--- src/rtl/fpu_host_seq_if.sv ---
// FPU register bus: byte-wide address/data with active-low chip select and
// separate read/write strobes, plus the end-of-command handshake.
// Ports: addr/dout/cs_n/rd_n/wr_n/end_ack driven by the host, din/cmd_end by the FPU.
interface fpu_host_seq_if;
  logic [5:0] addr;
  logic [7:0] dout;
  logic [7:0] din;
  logic       cs_n;
  logic       rd_n;
  logic       wr_n;
  logic       cmd_end;
  logic       end_ack;

  modport master (
    output addr, dout, cs_n, rd_n, wr_n, end_ack,
    input  din, cmd_end
  );

  modport slave (
    input  addr, dout, cs_n, rd_n, wr_n, end_ack,
    output din, cmd_end
  );
endinterface

--- src/rtl/fpu_host_seq.sv ---
// Purpose: runs one FPU operation: 9 register writes, wait cmd_end, 4 reads, ack.
// Latency: 9*(S+2) write cycles, wait for cmd_end (max TIMEOUT), 4*(S+2) reads, ack, 1 fin.
// Backpressure: start accepted only while ready=1; starts while busy are dropped.
// Ports: clk, arst_n; host side start/op/opa/opb in, ready/done/result/err out;
//        bus = FPU register bus (master side).
module fpu_host_seq #(
  parameter int unsigned STROBE_CYCLES = 1,
  parameter int unsigned TIMEOUT       = 1024
) (
  input  logic        clk,
  input  logic        arst_n,
  input  logic        start,
  input  logic [3:0]  op,
  input  logic [31:0] opa,
  input  logic [31:0] opb,
  output logic        ready,
  output logic        done,
  output logic [31:0] result,
  output logic        err,
  fpu_host_seq_if.master bus
);

  typedef enum logic [2:0] {IDLE, SETUP, STROBE, HOLD, WAIT_END, ACK, FIN} state_t;

  localparam logic [3:0]  S_LAST = 4'(STROBE_CYCLES - 1);
  localparam logic [15:0] T_LAST = 16'(TIMEOUT - 1);

  state_t      state_q, state_d;
  logic [3:0]  idx_q, idx_d;     // byte index == FPU register address 0x0..0xC
  logic [3:0]  scnt_q, scnt_d;   // cycles spent in STROBE
  logic [15:0] wcnt_q, wcnt_d;   // cycles spent in WAIT_END
  logic [31:0] opa_q, opb_q;
  logic [3:0]  op_q;
  logic        accept, timeout_hit;
  logic        is_read;

  assign is_read = (idx_q >= 4'd9);

  always_comb begin
    state_d     = state_q;
    idx_d       = idx_q;
    scnt_d      = scnt_q;
    wcnt_d      = wcnt_q;
    accept      = 1'b0;
    timeout_hit = 1'b0;
    case (state_q)
      IDLE: begin
        if (start) begin
          accept  = 1'b1;
          idx_d   = 4'd0;
          state_d = SETUP;
        end
      end
      SETUP: begin
        scnt_d  = 4'd0;
        state_d = STROBE;
      end
      STROBE: begin
        if (scnt_q == S_LAST) state_d = HOLD;
        else                  scnt_d  = scnt_q + 4'd1;
      end
      HOLD: begin
        if (idx_q == 4'd8) begin
          wcnt_d  = 16'd0;
          state_d = WAIT_END;
        end else if (idx_q == 4'd12) begin
          state_d = ACK;
        end else begin
          idx_d   = idx_q + 4'd1;
          state_d = SETUP;
        end
      end
      WAIT_END: begin
        // cmd_end wins over an expiring timeout in the same cycle
        if (bus.cmd_end) begin
          idx_d   = 4'd9;
          state_d = SETUP;
        end else if (wcnt_q == T_LAST) begin
          timeout_hit = 1'b1;
          state_d     = FIN;
        end else begin
          wcnt_d = wcnt_q + 16'd1;
        end
      end
      ACK: begin
        if (!bus.cmd_end) state_d = FIN;
      end
      FIN:     state_d = IDLE;
      default: state_d = IDLE;
    endcase
  end

  // Bus controls decode straight from the state so reset releases them at once.
  always_comb begin
    bus.cs_n    = !(state_q == SETUP || state_q == STROBE || state_q == HOLD);
    bus.wr_n    = !(state_q == STROBE && !is_read);
    bus.rd_n    = !(state_q == STROBE && is_read);
    bus.end_ack = (state_q == ACK);
    bus.addr    = {2'b00, idx_q};
    ready       = (state_q == IDLE);
    done        = (state_q == FIN);
    case (idx_q)
      4'd0:    bus.dout = opa_q[7:0];
      4'd1:    bus.dout = opa_q[15:8];
      4'd2:    bus.dout = opa_q[23:16];
      4'd3:    bus.dout = opa_q[31:24];
      4'd4:    bus.dout = opb_q[7:0];
      4'd5:    bus.dout = opb_q[15:8];
      4'd6:    bus.dout = opb_q[23:16];
      4'd7:    bus.dout = opb_q[31:24];
      4'd8:    bus.dout = {4'b0000, op_q};
      default: bus.dout = 8'h00;
    endcase
  end

  always_ff @(posedge clk or negedge arst_n) begin
    if (!arst_n) begin
      state_q <= IDLE;
      idx_q   <= 4'd0;
      scnt_q  <= 4'd0;
      wcnt_q  <= 16'd0;
      opa_q   <= 32'd0;
      opb_q   <= 32'd0;
      op_q    <= 4'd0;
      err     <= 1'b0;
      result  <= 32'd0;
    end else begin
      state_q <= state_d;
      idx_q   <= idx_d;
      scnt_q  <= scnt_d;
      wcnt_q  <= wcnt_d;
      if (accept) begin
        opa_q <= opa;
        opb_q <= opb;
        op_q  <= op;
        err   <= 1'b0;
      end else if (timeout_hit) begin
        err <= 1'b1;
      end
      // read data is taken on the final strobe cycle
      if (state_q == STROBE && scnt_q == S_LAST && is_read) begin
        case (idx_q)
          4'd9:    result[7:0]   <= bus.din;
          4'd10:   result[15:8]  <= bus.din;
          4'd11:   result[23:16] <= bus.din;
          4'd12:   result[31:24] <= bus.din;
          default: ;
        endcase
      end
    end
  end

endmodule

--- src/flat_wrapper.sv ---
// flat-port wrapper written by rule: the top's interface ports become plain ports
module fpu_host_seq_flat 
#(
  parameter int unsigned STROBE_CYCLES = 1,
  parameter int unsigned TIMEOUT       = 1024
)
  (clk, arst_n, start, op, opa, opb, ready, done, result, err, bus_addr, bus_dout, bus_cs_n, bus_rd_n, bus_wr_n, bus_end_ack, bus_din, bus_cmd_end);
  fpu_host_seq_if bus_i ();
  input  logic clk;
  input  logic arst_n;
  input  logic start;
  input  logic [3:0] op;
  input  logic [31:0] opa;
  input  logic [31:0] opb;
  output logic ready;
  output logic done;
  output logic [31:0] result;
  output logic err;
  output wire logic [$bits(bus_i.addr)-1:0] bus_addr;
  output wire logic [$bits(bus_i.dout)-1:0] bus_dout;
  output wire logic [$bits(bus_i.cs_n)-1:0] bus_cs_n;
  output wire logic [$bits(bus_i.rd_n)-1:0] bus_rd_n;
  output wire logic [$bits(bus_i.wr_n)-1:0] bus_wr_n;
  output wire logic [$bits(bus_i.end_ack)-1:0] bus_end_ack;
  input wire logic [$bits(bus_i.din)-1:0] bus_din;
  input wire logic [$bits(bus_i.cmd_end)-1:0] bus_cmd_end;
  assign bus_addr = bus_i.addr;
  assign bus_dout = bus_i.dout;
  assign bus_cs_n = bus_i.cs_n;
  assign bus_rd_n = bus_i.rd_n;
  assign bus_wr_n = bus_i.wr_n;
  assign bus_end_ack = bus_i.end_ack;
  assign bus_i.din = bus_din;
  assign bus_i.cmd_end = bus_cmd_end;
  fpu_host_seq #(.STROBE_CYCLES(STROBE_CYCLES), .TIMEOUT(TIMEOUT)) u_core (.clk(clk), .arst_n(arst_n), .start(start), .op(op), .opa(opa), .opb(opb), .ready(ready), .done(done), .result(result), .err(err), .bus(bus_i));
endmodule
--- config.mk ---
export PLATFORM = sky130hd
export DESIGN_NAME = fpu_host_seq_flat
export DESIGN_NICKNAME = d
export VERILOG_FILES = /design/src/rtl/fpu_host_seq_if.sv /design/src/rtl/fpu_host_seq.sv /design/src/flat_wrapper.sv
export SDC_FILE = /design/constraint.sdc
export NUM_CORES = 1
export LEC_CHECK = 0
export ABC_CLOCK_PERIOD_IN_PS = 2850
export BUFFER_PORTS_ARGS = -buffer_cell sky130_fd_sc_hd__buf_4
export CAP_MARGIN = 20
export CORE_ASPECT_RATIO = 1.1
export CORE_MARGIN = 5
export CORE_UTILIZATION = 55
export CTS_CLUSTER_DIAMETER = 40
export DETAILED_ROUTE_END_ITERATION = 8
export HOLD_SLACK_MARGIN = 0.1
export PLACE_DENSITY = 0.82
export SKIP_CTS_REPAIR_TIMING = 1
export SLEW_MARGIN = 25
export SYNTH_ARGS = -nofsm -noshare
export SYNTH_HDL_FRONTEND = slang
export SYNTH_SLANG_ARGS = --single-unit
--- constraint.sdc ---
create_clock -name clk -period 2.85 [get_ports clk]
set_input_delay 0.1425 -clock clk [delete_from_list [all_inputs] [get_ports clk]]
set_output_delay 0.1425 -clock clk [all_outputs]
set_load 0.05 [all_outputs]
==> reports/results.env, run 1 <==
STATUS='completed'
HOLD_PATH_STARTPOINT='start'
NUMBER_OF_DISTINCT_LIBRARY_CELLS_AFTER_SYNTHESIS=60
FIRST_GLOBAL_VIAS=4828
GLOBALPLACE.CONGESTION=0.879
SYNTH_ENABLE_FLOP_CELLS=0
TIMING.FINAL.MAX_SLEW_VIOLATIONS=0
DRTANTENNAVIOLNETS=0
GLOBAL_ROUTE.OVERFLOW_TOTAL=0
SYNTH_COMPOUND_AREA_SHARE_PCT=12.0
AVGSYNTHCELLAREA_UM2=12.1
HOLD_PATH_CLASS='in2reg'
AVGVIACOUNTPERCELL=5.98
REGTOREGSETUPSLACK_NS=0.48
ROUTE.VIAS.TOTAL=5235
WORSTPATHCELLLIST='inv_1 > ha_1 > buf_4 > a222oi_1 > mux2i_1 > a21oi_1 > nor2_1 > buf_4'
PATH_BUF_INV=3
HPWL_UM=10900
CRITICAL_PATH_PEAK_FANOUT=10
SYNTH_FA_HA_AREA_SHARE_PCT=1.43
GRT_ANTENNA_BEFORE_REPAIR=0
PIN_COUNT_OF_THE_BIGGEST_NET_ENTERING_GLOBAL_ROUTING=70
WORST_R2R_STARTPOINT='u_core.state_q[1]$_DFFE_PN0P_'
CRITICAL-PATH-SLOWEST-CELL='a222oi_1'
PWR_DENSITY_CELL_nW_PER_UM2=1010
CRITPATHMAXSTAGEDELAY_NS=0.44
DRT_DRC_VIOLATIONS_LEFT=0
POWER.STATIC_LEAKAGE_nW=3.84
INTPOWER_mW=5.27
WIRELENGTH_UM=18700
CRIT_FAMILY='compound AO/OA/AOI/OAI gates'
MAX_CAP_VIOLATIONS=0
CTS.SINK_COUNT=128
POWER.SHARE.SEQUENTIAL_PCT=33.5
R2R_END='u_core.wcnt_q[7]$_DFFE_PN0P_'
CRIT_PATH_START_KIND='register'
WORST_SLEW_MARGIN_REL_PCT=40.4
SYNTH_SEQ_CELLS=128
DIE_AREA_UM2=13400
CLOCK_TREE_FROM_TRITONCTS='built'
SYNTH_XOR_XNOR_AREA_SHARE_PCT=0
DIEHEIGHT_UM=121
WORST-SETUP-PATH-TYPE='reg2out'
WIRE_PER_INST_UM=21.4
HTREE_DEPTH=4
FINAL_NETS=802
LAYOUT.CELLS.MOST_COMMON_LIST='140 x buf_4, 128 x dfrtp_1, 94 x mux2_2'
SYNTHESIS.INSTANCES=508
FIN_AREA_UM2=8630
POST_DP_CELL_AREA_UM2=7270
POST_SYNTH_AND_OR_NAND_NOR_AREA_FRACTION_PCT=10.1
LAYOUT.CELLS.MOST_COMMON='buf_4'
PATH_CLK_SLEW_NS=0.06
TIMING.FINAL.SETUP_VIOLATIONS=0
CTS_BUFFERS=17
WORSTREGTOREGCELLS=4
SETUP_WS_NS=0.0701
SYNTHARSTFLOPSHARE_PCT=100
TIGHTESTPINTRANSITION_NS=0.892
DRIVE_GT1_SHARE_PCT=39.1
DRT_ITER0_DRC=437
P_SWITCHING_mW=3.46
DETAIL_ROUTE.FIRST_PASS.ITERATIONS=6
DIE_W_UM=111
POST-ROUTE-MIN-PERIOD_NS=2.78
FLOW.AREA_GROWTH_FROM_SYNTHESIS_PCT=40.6
NUM_ANTENNA_CELLS=0
IOS=133
YOSYS_MOST_USED_DFF='dfrtp_1'
TIMING.CRITICAL_PATH.TO='bus_dout[6]'
FINALPOWER_mW=8.73
POST_SYNTH_MUX_AREA_SHARE_PCT=20.8
GLOBAL_ROUTE.USAGE.TOTAL_PCT=23.5
POWER.IR.VDD_WORST_uV=864
IO_BUFFERS=130
FP-ROW-COUNT=40
CTS-ROOT-TO-SINK-BUFFERS=2
CRIT_START='u_core.idx_q[1]$_DFFE_PN0P_'
TIMING.CRITICAL_PATH.MODE_CELL='buf_4'
CTS-ROOT-BUF='clkbuf_16'
FMAXACHIEVABLE_GHz=0.360
INITIAL_CORE_UTILIZATION_PCT=56.3
INSERTION_DELAY_NS=0.43
WORST-ENDPOINT-REQUIRED_NS=2.71
YOSYS_WARNINGS=0
CP.DEPTH=8
COMBINATIONALPOWERSHARE_PCT=41.5
PLACEABLECOREAREA_UM2=10900
FINALHOLDVIOLATIONS=0
CRITICAL_PATH_ARRIVAL_NS=2.64
SYNTH_TOP_FAMILY_BY_AREA='multiplexers'
CLOCK-SKEW-FINAL_NS=0.0129
CRITPATHCAPTURETYPE='primary output'
SYN_AREA_UM2=6140
GRT_FIRST_PASS_WIRELENGTH_UM=24800
FILLER_CELL_COUNT_IN_THE_FINAL_LAYOUT=660
CLOCK_POWER_SHARE_PCT=25.0
SWSHARE_PCT=39.6
SYNTH_SEQUENTIAL_AREA_RATIO_PCT=52.2
PRE_CTS_WS_NS=0.527
FINALCRITPERIODSHARE_PCT=97.5
## power groups by stage
stage	Sequential (mW)	Clock [mW]	Combinational [mW]
2_1_floorplan	3.05	0	2.14
3_3_place_gp	2.83	0	3.29
3_5_place_dp	2.87	0	3.37
4_1_cts	2.86	2.14	3.39
5_1_grt	2.99	2.26	3.81
6_report	2.93	2.18	3.62
## metal layers
layer  share of wire (%)  vias to the layer above  routed length, um  GRT usage (%)
met1                  39                     2601               7240           30.2
met4                 3.0                        0                561           9.62
met3                 6.7                       40               1260           6.96
met2                  52                      283               9670           37.5
li1                    -                     2311                  -              -
met5                   0                        -                  0              0
## cells by family after synthesis
| group | after synthesis |
|---|---|
| compound gates | 100 |
| fa+ha+maj | 7 |
| buf+inv | 47 |
| flops | 128 |
| mux | 112 |
| other cells | 1 |
| simple gates | 113 |
## area by class of cell
| type | count | area [um2] | area share [%] |
|---|---|---|---|
| Timing Repair Buffer | 220 | 1870 | 21.7 |
| Clock inverter | 9 | 105 | 1.22 |
| Multi-Input combinational cell | 334 | 2740 | 31.7 |
| Inverter | 14 | 52.6 | 0.609 |
| Clock buffer | 23 | 478 | 5.54 |
| Sequential cell | 128 | 3200 | 37.1 |
| Tap cell | 147 | 184 | 2.13 |
## per-stage QoR
stage / std cells / hold slack [ns] / setup TNS [ns] / util [%]
after floorplan: 509 / -0.153 / 0 / -
after global placement: 765 / 0.255 / 0 / 66.6
after global routing: 875 / 0.109 / -0.0828 / 79.1
after detailed placement: 765 / 0.265 / 0 / 66.6
final: 875 / 0.0804 / 0 / 79.1
after CTS: 797 / -0.176 / 0 / 71.9
## registers in the layout, indices dropped and copies added, names as in the netlist
| signal | cells |
|---|---|
| u_core.err | 1 |
| u_core.opb_q | 32 |
| u_core.scnt_q | 4 |
| u_core.state_q | 3 |
| u_core.op_q | 4 |
| u_core.wcnt_q | 16 |
| u_core.result | 32 |
| u_core.idx_q | 4 |
| u_core.opa_q | 32 |
## synth_stat cells, types with 3 or more instances
cell type  count  area (um2)
inv_1         14        52.6
mux2i_1       10         100
a21o_1         4        30.0
mux2_4         8         120
ha_1           7        87.6
and3_1         4        25.0
nand4_1        5        31.3
a31oi_1       11        68.8
nor2_1        13        48.8
and2_1         3        18.8
mux2_2        94        1060
nor3_1         9        45.0
a41oi_1        4        35.0
dfrtp_1      128        3200
o21ai_0       17        85.1
nor3b_1        4        30.0
a21oi_1       13        65.1
a222oi_1      10         100
nand3_1       13        65.1
a22o_1         5        43.8
a22oi_1        8        60.1
buf_2          9        45.0
clkbuf_1      18        67.6
nand2_1       30         113
o22ai_1        5        31.3
o211ai_1       4        30.0
nand2b_1       7        43.8
buf_4          4        30.0
nor2b_1        3        18.8
or4_1          3        22.5
a32o_1         3        30.0
## worst min-delay path by stage
stage	cells past startpoint	to
after CTS	1	u_core.wcnt_q[15]$_DFFE_PN0P_
final	3	u_core.state_q[0]$_DFFE_PN0P_
after detailed placement	1	u_core.wcnt_q[7]$_DFFE_PN0P_
after global routing	3	u_core.state_q[0]$_DFFE_PN0P_
after global placement	1	u_core.wcnt_q[13]$_DFFE_PN0P_
after floorplan	0	u_core.err$_DFFE_PN0P_
## worst register-to-register path, delay by kind of cell, from the launching register on
family	cells	cell delay [ns]
simple gates	1	0.73
compound gates	3	0.94
flops	1	0.55
(Power assumes the default switching activity.)
==> inputs of run 2 (changes only) <==
--- a/config.mk
+++ b/config.mk
@@ -16,7 +16,6 @@
 export HOLD_SLACK_MARGIN = 0.1
 export PLACE_DENSITY = 0.82
 export SKIP_CTS_REPAIR_TIMING = 1
-export SLEW_MARGIN = 25
 export SYNTH_ARGS = -nofsm -noshare
 export SYNTH_HDL_FRONTEND = slang
 export SYNTH_SLANG_ARGS = --single-unit
==> constraint.sdc (replaced) <==
create_clock -name clk -period 2.85 [get_ports clk]
set_input_delay 0.7125 -clock clk [delete_from_list [all_inputs] [get_ports clk]]
set_output_delay 0.7125 -clock clk [all_outputs]
set_load 0.05 [all_outputs]
==> run 2 against run 1 <==
Effect of this change:
- sequential power increased by 1%
- sequential share of layout area increased by 2.0 points
- combinational power increased by 6.4%
- hold slack improved by 0.24 ns
- first-iteration DRC count decreased by 0.69%
- largest power group unchanged
- clock power increased by 3%
- critical path type unchanged
==> reports/results.env, run 2 (same netlist as run 1, synthesis figures left out) <==
TIGHTESTPINTRANSITION_NS=0.603  # -0.289 ns
GLOBALPLACE.CONGESTION=0.883  # +0.43%
CLOCK-SKEW-FINAL_NS=0.00630  # -0.00663 ns
HPWL_UM=11400  # +4.3%
DRT_DRC_VIOLATIONS_LEFT=0  # unchanged
FIN_AREA_UM2=8190  # -5.2%
DIE_W_UM=111  # unchanged
PWR_DENSITY_CELL_nW_PER_UM2=1110  # +9.7%
POWER.STATIC_LEAKAGE_nW=3.61  # -5.8%
WL_MET2_UM=8230  # -15%
P_SWITCHING_mW=3.50  # +1.4%
IOS=133  # unchanged
CRITPATHCAPTURETYPE='primary output'
TIMING.FINAL.SETUP_VIOLATIONS=0  # unchanged
CRITICAL_PATH_PEAK_FANOUT=10  # unchanged
FINALHOLDVIOLATIONS=0  # unchanged
RSZ_0062_RAISED_AFTER_GLOBAL_ROUTING='yes'
POWER.IR.VDD_WORST_uV=894  # +3.4%
COMBINATIONALPOWERSHARE_PCT=42.4  # +0.9 points
MET1WIRELENGTH_UM=6250  # -14%
GLOBAL_ROUTE.OVERFLOW_TOTAL=0  # unchanged
FMAXACHIEVABLE_GHz=0.351  # -2.4%
CRIT_PATH_START_KIND='register'
ROUTE.VIAS.TOTAL=4866  # -7.0%
CLOCK_POWER_SHARE_PCT=24.8  # -0.2 points
WORST-ENDPOINT-REQUIRED_NS=2.14  # -0.57 ns
DRTANTENNAVIOLNETS=0  # unchanged
IO_BUFFERS=130  # unchanged
WORST_SLEW_MARGIN_REL_PCT=59.8  # +19 points
DETAIL_ROUTE.FIRST_PASS.ITERATIONS=8  # +2
NUM_ANTENNA_CELLS=0  # unchanged
PIN_COUNT_OF_THE_BIGGEST_NET_ENTERING_GLOBAL_ROUTING=70  # unchanged
TIMING.FINAL.MAX_SLEW_VIOLATIONS=0  # unchanged
WIRE_PER_INST_UM=20.3  # -5.1%
DRIVE_GT1_SHARE_PCT=48.7  # +9.6 points
CTS_BUFFERS=17  # unchanged
FIRST_GLOBAL_VIAS=5059  # +4.8%
GRT_ANTENNA_BEFORE_REPAIR=0  # unchanged
FINALCRITPERIODSHARE_PCT=100  # +2.4 points
GLOBAL_ROUTE.USAGE.TOTAL_PCT=24.6  # +1.1 points
CTS-ROOT-TO-SINK-BUFFERS=2  # unchanged
FINAL_NETS=737  # -8.1%
SWSHARE_PCT=38.6  # -1.0 points
FP-ROW-COUNT=40  # unchanged
DIEHEIGHT_UM=121  # unchanged
GRT_FIRST_PASS_WIRELENGTH_UM=26000  # +4.6%
TOP_REGS='u_core.opa_q: 32 flops, u_core.opb_q: 32 flops, u_core.result: 32 flops'
POST-ROUTE-MIN-PERIOD_NS=2.85  # +0.0693 ns
CLOCK_TREE_FROM_TRITONCTS='built'
INITIAL_CORE_UTILIZATION_PCT=56.3  # unchanged
LAYOUT.CELLS.MOST_COMMON='buf_4'
HTREE_DEPTH=4  # unchanged
CRITICAL_PATH_ARRIVAL_NS=2.14  # -0.50 ns
PLACEABLECOREAREA_UM2=10900  # unchanged
STATUS='completed'
DIE_AREA_UM2=13400  # unchanged
PATH_CLK_SLEW_NS=0.06  # about the same
ROUTED.TOP_LAYER='met4'
FLOW.AREA_GROWTH_FROM_SYNTHESIS_PCT=33.4
POWER.SHARE.SEQUENTIAL_PCT=32.7  # -0.8 points
MET3_LENGTH_UM=1160  # -7.8%
HOLD_PATH_CLASS='in2async'
INSERTION_DELAY_NS=0.41  # -0.02 ns
REGTOREGSETUPSLACK_NS=0.49  # about the same
DRT_ITER0_DRC=434  # -0.69%
WORST-SETUP-PATH-TYPE='reg2out'
WIRELENGTH_UM=16500  # -12%
FINAL.HOLD.WORST_SLACK_NS=0.319  # +0.238 ns
CTS.SINK_COUNT=128  # unchanged
AVGVIACOUNTPERCELL=6.01  # +0.41%
LAYOUT.CELLS.MOST_COMMON_LIST='144 x buf_4, 126 x dfrtp_1, 94 x mux2_2'
POST_DP_CELL_AREA_UM2=7390  # +1.7%
INTPOWER_mW=5.57  # +5.7%
CTS-ROOT-BUF='clkbuf_16'
MAX_CAP_VIOLATIONS=0  # unchanged
==> run 2: per-stage QoR <==
step	total power [mW]	setup WS, ns	instances	utilization (%)	setup TNS [ns]
floorplan	5.36	-0.108	509	-	-0.122
global placement	6.33	0.304	771	67.8	0
detailed placement	6.47	0.187	771	67.8	0
CTS	8.78	-0.301	803	73.4	-2.03
global route	9.47	-0.0937	810	75.0	-0.311
finish	9.08	0.000796	810	75.0	0
==> run 2: area by class of cell <==
class / instances / area, um2
sequential: 128 / 3210
tap: 147 / 184
clock buffer: 19 / 443
timing repair buffer: 155 / 1220
inverter: 14 / 52.6
clock inverter: 13 / 176
multi-input combinational: 334 / 2900
fill: 671 / 2720
==> run 2: path summary, 6_finish.rpt <==
| path | startpoint | end | depth (start not counted) |
|---|---|---|---|
| worst max-delay path | u_core.idx_q[0]$_DFFE_PN0P_ | bus_dout[7] | 8 |
| worst min-delay path | arst_n | u_core.wcnt_q[13]$_DFFE_PN0P_ | 1 |
| worst max register to register | u_core.state_q[1]$_DFFE_PN0P_ | u_core.wcnt_q[1]$_DFFE_PN0P_ | 4 |
| worst min register to register | u_core.opa_q[5]$_DFFE_PN0P_ | u_core.opa_q[5]$_DFFE_PN0P_ | 1 |
| max in group asynchronous | arst_n | u_core.opb_q[26]$_DFFE_PN0P_ | 2 |
| min in group clk | u_core.opa_q[5]$_DFFE_PN0P_ | u_core.opa_q[5]$_DFFE_PN0P_ | 1 |
==> run 2: metal layers <==
| layer | up-vias | global-route usage [%] |
|---|---|---|
| met4 | 0 | 13.5 |
| met5 | - | 0 |
| met2 | 246 | 40.9 |
| li1 | 2190 | - |
| met1 | 2374 | 28.9 |
| met3 | 56 | 6.81 |
==> run 2: power by group through the flow <==
stage | Combinational (mW) | Sequential, mW | Clock (mW)
2_1_floorplan | 2.31 | 3.05 | 0
3_3_place_gp | 3.41 | 2.92 | 0
3_5_place_dp | 3.51 | 2.96 | 0
4_1_cts | 3.56 | 2.94 | 2.28
5_1_grt | 4.08 | 3.03 | 2.36
6_report | 3.85 | 2.97 | 2.25
==> run 2: critical path, stage by stage, from the launching register on <==
cell and delay [ns]:
dfrtp_2 0.45, buf_6 0.14, ha_4 0.20, buf_6 0.15, a222oi_1 0.28, mux2i_1 0.13, a21oi_2 0.18, nor2_4 0.05
buf_6 0.15
